## src/rtl/intr_ctrl.sv

```systemverilog
// intr_ctrl: synchronise, edge-latch, mask and priority-encode interrupt lines into one registered request
module intr_ctrl #(
  parameter int N_SRC       = 4,
  parameter int SYNC_STAGES = 2,
  parameter int CAUSE_W     = (N_SRC > 1) ? $clog2(N_SRC) : 1
) (
  input  logic               INTC_CLK,
  input  logic               INTC_RST_N,
  input  logic [N_SRC-1:0]   INTC_IRQ_IN,
  input  logic [N_SRC-1:0]   INTC_EN_MASK,
  input  logic               INTC_MIE,
  input  logic               INTC_INT_TAKEN,
  input  logic               INTC_MRET_EXEC,
  input  logic               INTC_CLR_WE,
  input  logic [N_SRC-1:0]   INTC_CLR_DATA,
  output logic               INTC_INTR,
  output logic [CAUSE_W-1:0] INTC_CAUSE,
  output logic [N_SRC-1:0]   INTC_PENDING,
  output logic               INTC_IN_ISR
);
  typedef enum logic [1:0] {IDLE, REQ, ISR} state_e;
  state_e                            state_q, state_d;
  logic [SYNC_STAGES-1:0][N_SRC-1:0] sync_q;
  logic [N_SRC-1:0]                  prev_q;
  logic [N_SRC-1:0]                  pend_q, pend_d;
  logic [N_SRC-1:0]                  elig, rise, clr;
  logic [CAUSE_W-1:0]                cause_q, cause_d, sel;
  logic                              intr_q, intr_d, isr_q, isr_d;

  assign rise         = sync_q[SYNC_STAGES-1] & ~prev_q;
  assign elig         = pend_q & INTC_EN_MASK;
  assign INTC_INTR    = intr_q;
  assign INTC_CAUSE   = cause_q;
  assign INTC_PENDING = pend_q;
  assign INTC_IN_ISR  = isr_q;

  // lowest-index eligible source wins
  always_comb begin
    sel = '0;
    for (int i = N_SRC - 1; i >= 0; i--)
      if (elig[i]) sel = CAUSE_W'(i);
  end

  // pending update: software clear and trap-entry clear, with new edges overriding both
  always_comb begin
    clr    = ({N_SRC{INTC_CLR_WE}} & INTC_CLR_DATA)
           | ((state_q == REQ && INTC_INT_TAKEN) ? (N_SRC'(1) << cause_q) : '0);
    pend_d = (pend_q & ~clr) | rise;
  end

  // request FSM next state; outputs derive from the next state so they leave registered
  always_comb begin
    state_d = state_q;
    case (state_q)
      IDLE:    state_d = (|elig && INTC_MIE) ? REQ : IDLE;
      REQ:     state_d = INTC_INT_TAKEN ? ISR : ((!INTC_MIE || !(|elig)) ? IDLE : REQ);
      ISR:     state_d = INTC_MRET_EXEC ? IDLE : ISR;
      default: state_d = IDLE;
    endcase
    intr_d  = (state_d == REQ);
    isr_d   = (state_d == ISR);
    cause_d = (state_d == REQ) ? sel : cause_q;
  end

  // all state registers, cleared asynchronously
  always_ff @(posedge INTC_CLK or negedge INTC_RST_N) begin
    if (!INTC_RST_N) begin
      state_q <= IDLE;
      sync_q  <= '0;
      prev_q  <= '0;
      pend_q  <= '0;
      cause_q <= '0;
      intr_q  <= 1'b0;
      isr_q   <= 1'b0;
    end else begin
      state_q <= state_d;
      sync_q  <= {sync_q[SYNC_STAGES-2:0], INTC_IRQ_IN};
      prev_q  <= sync_q[SYNC_STAGES-1];
      pend_q  <= pend_d;
      cause_q <= cause_d;
      intr_q  <= intr_d;
      isr_q   <= isr_d;
    end
  end
endmodule
```

## config.mk

```make
export PLATFORM = sky130hd
export DESIGN_NAME = intr_ctrl
export DESIGN_NICKNAME = d
export VERILOG_FILES = /design/src/rtl/intr_ctrl.sv
export SDC_FILE = /design/constraint.sdc
export NUM_CORES = 1
export LEC_CHECK = 0
export ABC_CLOCK_PERIOD_IN_PS = 2500
export BUFFER_PORTS_ARGS = -buffer_cell sky130_fd_sc_hd__buf_2
export CORE_MARGIN = 1.5
export CORE_UTILIZATION = 54
export CTS_BUF_LIST = sky130_fd_sc_hd__clkbuf_4 sky130_fd_sc_hd__clkbuf_8
export DETAILED_ROUTE_END_ITERATION = 6
export PLACE_DENSITY = 0.9
export SLEW_MARGIN = 0
export SYNTH_ARGS = -nofsm -noshare
export SYNTH_HDL_FRONTEND = slang
export SYNTH_SLANG_ARGS = --single-unit
export TNS_END_PERCENT = 20
```

## constraint.sdc

```tcl
create_clock -name INTC_CLK -period 2.5 [get_ports INTC_CLK]
set_input_delay 0.375 -clock INTC_CLK [delete_from_list [all_inputs] [get_ports INTC_CLK]]
set_output_delay 0.375 -clock INTC_CLK [all_outputs]
set_load 0.005 [all_outputs]
```

==> summary.md, run 1 <==
| Metric | Value |
|---|---|
| Kind of critical path | `register to register` |
| Post-route clock period utilization | `54.23%` |
| H-tree levels | `1` |
| Antenna diode count | `0` |
| Placed wire-length estimate | `975.8 um` |
| Number of library cell types mapped by synthesis | `18` |
| Syn-to-layout area delta | `21.14%` |
| Data arrival time of the worst path | `around 1.5 ns` |
| Run status | `completed` |
| Data required time of the worst path | `roughly 2.7 ns` |
| Cell types with the largest area share after synthesis | `sky130_fd_sc_hd__dfrtp_1 72%, sky130_fd_sc_hd__nand2_1 4.4%, sky130_fd_sc_hd__a31oi_1 3.3%, sky130_fd_sc_hd__a32o_1 2.6%, sky130_fd_sc_hd__o211a_1 2.6%` |
| Clk pwr share | `between 20% and 30%` |
| Flip-flop and latch count after synthesis | `22` |
| First-pass GRT wire length | `1725 um` |
| Number of antenna violations at the first check in global routing | `0` |
| Sequential fraction of design power | `between 60 and 70%` |
| Startpoint Class | `register` |
| Clk sinks | `22` |
| Via total after detailed routing | `roughly 550` |
| Skew-Pair Late Insertion Delay | `between 0.2 and 0.3 ns` |
| Total negative slack | `0 ns` |
| Fraction of synthesized cell area taken by the top area cell type | `a little under three quarters` |
| Net count after synthesis | `between 70 and 80` |
| Vias in the first global route | `~420` |
| MaxCap Viol Count | `0` |
| Buffer depth of the longest clock path | `2` |
| DR iter-0 viols | `7` |
| Setup Skew | `around 0.0064 ns` |
| Type of element capturing the critical path | `register` |
| Initial Util | `roughly three fifths` |
| Net load switching power | `roughly 190 uW` |
| Static power due to leakage | `between 0.4 and 0.5 nW` |
| Endpoints failing setup | `0` |
| Hold violation total from the final report | `0` |
| Global Route Usage Sum | `approximately 17%` |
| Cts bufs inserted | `3` |
| Setup fix buffers added after clock tree synthesis | `0` |
| Clock slew at reported path FFs | `roughly 0.11 ns` |
| Fin. max-slew vios | `0` |
| Cts repair resizes | `0` |
| Worst slew slack as a fraction of its limit | `69.71%` |
| Power density normalized to cell area | `between 700 and 800 nW/um2` |
| Number of top-level pins | `26` |
| Overall die height | `slightly above 40 um` |
| Post-detailed-route via-to-cell ratio | `around 5.4` |
| Core box area | `1318 um2` |
| Average wire per cell in the routed design | `12.77 um` |
| Part of the power in combinational logic | `17.5%` |
| Pin count of the biggest net entering global routing | `23` |
| Warnings, synthesis | `0` |
| Nets | `roughly 110` |
| P_int | `~520 uW` |
| Number of filler instances in the final layout | `91` |
| Ratio of cells with drive above 1 in the final layout | `32.18%` |
| Number of standard cells after synthesis | `60` |
| Post-synth design cell area | `just under 800 um2` |
| Grt total ovfl | `0` |
| DRT Pass-1 Iters | `4` |
| Largest fanout on the critical path | `12` |
| Hold-fix buffers, CTS | `0` |
| Count of standard-cell rows | `13` |
| Total routed wirelength | `~1300 um` |
| Number of remaining DRC errors | `0` |
| CTS tree | `done` |
| Min Clock Period, post-route | `roughly 1.4 ns` |
| Post-Syn Area per Cell | `roughly 13 um2` |
| Count of nets left with antenna violations after detail routing | `0` |
| Worst Hold Class | `input pin to asynchronous set/reset pin` |
| Peak supply drop | `0.4883 mV` |
| Horizontal die dimension | `~41 um` |
| Cell type contributing the most total cell area after synthesis | `sky130_fd_sc_hd__dfrtp_1` |
| Fraction of power spent switching nets | `26.87%` |
| DIE AREA | `between 1500 and 2000 um2` |
| Unrepaired setup endpoints after global routing | `false` |
| Worst hold slack across all endpoints | `around 0.016 ns` |
| Part of the Yosys area used for sequential elements | `71.54%` |
| Max frequency | `roughly 740 MHz` |
| Worst Max-Slew Pin Slew | `about 0.45 ns` |
| Master cell of the clock root buffer | `sky130_fd_sc_hd__clkbuf_4` |
| Gp weighted congestion | `approximately 0.70` |
| Input/output buffers | `25` |
==> critical path, stage by stage, from the launching register on <==
cell and delay, ns:
sky130_fd_sc_hd__dfrtp_1 0.36, sky130_fd_sc_hd__nand2_1 0.21, sky130_fd_sc_hd__or3_1 0.41, sky130_fd_sc_hd__a32o_1 0.27
==> cells by family (layout without fill, tap and decap cells) <==
family	Yosys count	after routing	synth area share (%)
flip-flops	22	22	71.54
AO/OA/AOI/OAI	18	18	17.40
AND/OR/NAND/NOR	14	14	8.131
buffers and inverters	6	33	2.927
==> metrics by stage <==
stage	worst slack (ns)	util [%]	std cells	total power, mW	cell area [um2]
finish	1.144	70.75	102	0.7054	932.1
global route	1.098	70.75	102	0.7477	932.1
CTS	1.167	70.75	102	0.7102	932.1
detailed placement	1.067	69.04	99	0.5647	909.6
global placement	1.099	69.04	99	0.5586	909.6
floorplan	1.287	-	60	0.4994	769.5
==> power by group through the flow <==
stage	Sequential [mW]	Combinational, mW	Clock (mW)
after floorplan	0.439	0.0607	0
after global placement	0.440	0.119	0
after detailed placement	0.442	0.122	0
after CTS	0.435	0.123	0.152
after global routing	0.442	0.139	0.167
final	0.436	0.123	0.147
==> cells in the mapped netlist <==
library cell / count
sky130_fd_sc_hd__a31oi_1: 4
sky130_fd_sc_hd__or3_1: 1
sky130_fd_sc_hd__nand2b_1: 1
sky130_fd_sc_hd__nor2b_1: 1
sky130_fd_sc_hd__o22ai_1: 1
sky130_fd_sc_hd__nand2_1: 9
sky130_fd_sc_hd__clkbuf_1: 1
sky130_fd_sc_hd__o41ai_1: 1
sky130_fd_sc_hd__dfrtp_1: 22
sky130_fd_sc_hd__a32o_1: 2
sky130_fd_sc_hd__nor2_1: 1
sky130_fd_sc_hd__o211a_1: 2
sky130_fd_sc_hd__o21ai_0: 4
sky130_fd_sc_hd__nor4_1: 1
sky130_fd_sc_hd__a21boi_0: 1
sky130_fd_sc_hd__a22o_1: 2
sky130_fd_sc_hd__o311ai_0: 1
sky130_fd_sc_hd__inv_1: 5
==> registers in the layout (all words and copies together) (netlist names) <==
register      flops
INTC_CAUSE        2
INTC_INTR         1
INTC_IN_ISR       1
INTC_PENDING      4
prev_q            4
state_q           2
sync_q            8
==> worst paths after layout <==
path	startpoint	end	slack (ns)	cells past startpoint
setup / recovery	state_q[0]	INTC_PENDING[3]	1.14	3
hold / removal	INTC_RST_N	sync_q[6]	0.02	1
setup reg to reg	state_q[0]	INTC_PENDING[3]	1.14	3
hold reg to reg	sync_q[3]	sync_q[7]	0.36	0
max in group asynchronous	INTC_RST_N	sync_q[4]	2.17	1
min in group INTC_CLK	INTC_IRQ_IN[0]	sync_q[0]	0.18	1
==> cell usage in the layout (no fill, tap or decap) <==
cell type and n:
sky130_fd_sc_hd__a21boi_0 1, sky130_fd_sc_hd__a22o_1 2, sky130_fd_sc_hd__a31oi_1 4, sky130_fd_sc_hd__a32o_1 2, sky130_fd_sc_hd__buf_2 25, sky130_fd_sc_hd__clkbuf_4 3, sky130_fd_sc_hd__dfrtp_1 22, sky130_fd_sc_hd__inv_1 5
sky130_fd_sc_hd__nand2_1 9, sky130_fd_sc_hd__nand2b_1 1, sky130_fd_sc_hd__nor2_1 1, sky130_fd_sc_hd__nor2b_1 1, sky130_fd_sc_hd__nor4_1 1, sky130_fd_sc_hd__o211a_1 2, sky130_fd_sc_hd__o21ai_0 4, sky130_fd_sc_hd__o22ai_1 1
sky130_fd_sc_hd__o311ai_0 1, sky130_fd_sc_hd__o41ai_1 1, sky130_fd_sc_hd__or3_1 1
==> per-layer routing <==
metal  GRT usage (%)  share of wire (%)  up-vias  routed length [um]
met5               0                  0        -                   0
met4           12.50               0.84        0                  11
met3           4.891                6.1        2                  80
met2           26.19                 44       22                 574
met1           20.29                 49      262                 636
li1                -                  -      268                   -
==> area by class of cell <==
class / count / area [um2] / share of cell area [%]
Timing Repair Buffer: 25 / 125.1 / 13.42
Multi-Input combinational cell: 32 / 196.4 / 21.07
Inverter: 5 / 18.77 / 2.013
Tap cell: 15 / 18.77 / 2.013
Sequential cell: 22 / 550.5 / 59.06
Clock buffer: 3 / 22.52 / 2.416
(Power assumes the default switching activity.)
==> inputs of run 2 (changes only) <==
--- a/config.mk
+++ b/config.mk
@@ -5,13 +5,14 @@
 export SDC_FILE = /design/constraint.sdc
 export NUM_CORES = 1
 export LEC_CHECK = 0
-export ABC_CLOCK_PERIOD_IN_PS = 2500
+export ABC_CLOCK_PERIOD_IN_PS = 1400
 export BUFFER_PORTS_ARGS = -buffer_cell sky130_fd_sc_hd__buf_2
+export CORE_ASPECT_RATIO = 0.9
 export CORE_MARGIN = 1.5
-export CORE_UTILIZATION = 54
+export CORE_UTILIZATION = 50
 export CTS_BUF_LIST = sky130_fd_sc_hd__clkbuf_4 sky130_fd_sc_hd__clkbuf_8
 export DETAILED_ROUTE_END_ITERATION = 6
-export PLACE_DENSITY = 0.9
+export PLACE_DENSITY = 0.84
 export SLEW_MARGIN = 0
 export SYNTH_ARGS = -nofsm -noshare
 export SYNTH_HDL_FRONTEND = slang
==> constraint.sdc (replaced) <==
create_clock -name INTC_CLK -period 1.4 [get_ports INTC_CLK]
set_input_delay 0.21 -clock INTC_CLK [delete_from_list [all_inputs] [get_ports INTC_CLK]]
set_output_delay 0.21 -clock INTC_CLK [all_outputs]
set_load 0.005 [all_outputs]
==> run 2 against run 1 <==
Compared with the run above: flip-flop and latch count did not move; die area up 7.4%; critical endpoint unchanged; total power up 92%; worst setup slack worse by 1.0 ns; clock power grew 130%; cell area is 7.7% higher; largest cell class unchanged; register-to-register slack lost 1.0 ns; combinational power increased by 90%; critical path depth is the same; first-iteration DRC count up 14%; highest routed layer unchanged; critical path type unchanged.
==> summary.md, run 2 (synthesis gave the netlist of run 1 again) <==
| Metric | Value |
|---|---|
| Count of nets left with antenna violations after detail routing | `0 (unchanged)` |
| Core box area | `1448 um2 (+9.9%)` |
| Worst hold slack across all endpoints | `0.1842 ns (+0.1679 ns)` |
| Endpoints failing setup | `0 (unchanged)` |
| DR iter-0 viols | `8 (+1)` |
| Grt total ovfl | `0 (unchanged)` |
| Max frequency | `772.9 MHz (+4.8%)` |
| Clock slew at reported path FFs | `0.12 ns (about the same)` |
| Ratio of cells with drive above 1 in the final layout | `31.91% (-0.27 points)` |
| Post-route setup slack | `0.1062 ns (-1.038 ns)` |
| Master cell of the clock root buffer | `sky130_fd_sc_hd__clkbuf_4` |
| Worst Hold Class | `input pin to register` |
| Peak supply drop | `0.8001 mV (+64%)` |
| Setup Skew | `0.005426 ns (-0.0009665 ns)` |
| Data required time of the worst path | `1.61 ns (-1.08 ns)` |
| Buffer depth of the longest clock path | `2 (unchanged)` |
| Post-detailed-route via-to-cell ratio | `5.330 (-1.9%)` |
| Vias in the first global route | `488 (+17%)` |
| Via total after detailed routing | `581 (+4.9%)` |
| First-pass GRT wire length | `2028 um (+18%)` |
| Worst Max-Slew Pin Slew | `0.4559 ns (+0.001500 ns)` |
| Skew-Pair Late Insertion Delay | `0.30 ns (about the same)` |
| Leading cell type in the layout, fill and taps excluded | `sky130_fd_sc_hd__buf_2` |
| Global Route Usage Sum | `16.72% (-0.34 points)` |
| Largest fanout on the critical path | `7 (-5)` |
| Hold violation total from the final report | `0 (unchanged)` |
| Type of element capturing the critical path | `register` |
| Pre-CTS WS | `0.1288 ns (-0.9382 ns)` |
| Placed wire-length estimate | `988.2 um (+1.3%)` |
| Input/output buffers | `25 (unchanged)` |
| Number of remaining DRC errors | `0 (unchanged)` |
| Static power due to leakage | `0.5149 nW (+6.7%)` |
| Register ranked first by flip-flop count | `sync_q` |
| Post-route clock period utilization | `92.42% (+38 points)` |
| Cts repair resizes | `0 (unchanged)` |
| Overall die height | `40.22 um (-1.3%)` |
| Worst slew slack as a fraction of its limit | `69.61% (-0.10 points)` |
| Total negative slack | `0 ns (unchanged)` |
| Run status | `completed` |
| Count of standard-cell rows | `13 (unchanged)` |
| Syn-to-layout area delta | `30.41%` |
| Flip-flop count of the largest register after layout | `8 (unchanged)` |
| Initial Util | `53.15% (-5.2 points)` |
| Antenna diode count | `0 (unchanged)` |
| Kind of critical path | `register to register` |
| Fin. max-slew vios | `0 (unchanged)` |
| DRT Pass-1 Iters | `5 (+1)` |
| CTS tree | `done` |
| Pin count of the biggest net entering global routing | `23 (unchanged)` |
| Number of antenna violations at the first check in global routing | `0 (unchanged)` |
| Data arrival time of the worst path | `1.50 ns (-0.04 ns)` |
| Nets | `113 (+5.6%)` |
| Number of top-level pins | `26 (unchanged)` |
| Gp weighted congestion | `0.8163 (+17%)` |
| Unrepaired setup endpoints after global routing | `false` |
| Commonest cells after routing, fill and taps aside | `25 x sky130_fd_sc_hd__buf_2, 22 x sky130_fd_sc_hd__dfrtp_1, 9 x sky130_fd_sc_hd__nand2_1, 5 x sky130_fd_sc_hd__inv_1, 5 x sky130_fd_sc_hd__dlygate4sd3_1` |
| Cts bufs inserted | `3 (unchanged)` |
| Average wire per cell in the routed design | `12.46 um (-2.5%)` |
| Total routed wirelength | `1358 um (+4.2%)` |
| H-tree levels | `1 (unchanged)` |
| Final design utilization | `69.32% (-1.4 points)` |
| Clk sinks | `22 (unchanged)` |
| MaxCap Viol Count | `0 (unchanged)` |
| Horizontal die dimension | `44.35 um (+8.8%)` |
| Startpoint Class | `register` |
| Min Clock Period, post-route | `1.294 ns (-0.06197 ns)` |
| DIE AREA | `1784 um2 (+7.4%)` |
| Power density normalized to cell area | `1350 nW/um2 (+78%)` |
## run 2: metal layers
layer | GRT usage (%) | vias to the layer above | wire length (um)
met3 | 2.703 | 2 | 72
met2 | 29.41 | 20 | 633
met4 | 7.576 | 0 | 18
li1 | - | 284 | -
met5 | 0 | - | 0
met1 | 20.77 | 275 | 634
## run 2: report_power, final
part	leakage, nW	internal, mW	switching [mW]
sequential	0.261	0.711	0.0669
combinational	0.233	0.122	0.111
clock	0.0210	0.159	0.184
## run 2: final timing paths
| path | end | start | slack [ns] | depth (start not counted) |
|---|---|---|---|---|
| setup / recovery | INTC_PENDING[3] | state_q[1] | 0.11 | 3 |
| hold / removal | state_q[1] | INTC_MRET_EXEC | 0.18 | 4 |
| setup reg to reg | INTC_PENDING[3] | state_q[1] | 0.11 | 3 |
| hold reg to reg | sync_q[5] | sync_q[1] | 0.36 | 0 |
| max in group asynchronous | sync_q[6] | INTC_RST_N | 0.69 | 2 |
| min in group asynchronous | INTC_PENDING[3] | INTC_RST_N | 0.39 | 2 |
## run 2: critical path: stages (launching register included)
cell,delay [ns]
sky130_fd_sc_hd__dfrtp_1,0.46
sky130_fd_sc_hd__nand2b_1,0.17
sky130_fd_sc_hd__or3_1,0.30
sky130_fd_sc_hd__a32o_1,0.26
## run 2: area by class of cell
type | instances | area, um2
clock buffer | 4 | 36.28
tap | 15 | 18.77
sequential | 22 | 550.5
fill | 106 | 444.2
timing repair buffer | 31 | 182.7
inverter | 5 | 18.77
multi-input combinational | 32 | 196.4
## run 2: what timing repair did
action / 4_1_cts / 5_1_grt
hold buffers: 5 / 0
endpoints found under the hold margin: 26 / 0
buffers inserted: 0 / 0
## run 2: stage by stage
step | instance area, um2 | power (mW) | std cells
final | 1003 | 1.355 | 109
after detailed placement | 917.1 | 1.015 | 100
after CTS | 1003 | 1.364 | 109
after floorplan | 769.5 | 0.8919 | 60
after global routing | 1003 | 1.418 | 109
after global placement | 917.1 | 1.004 | 100
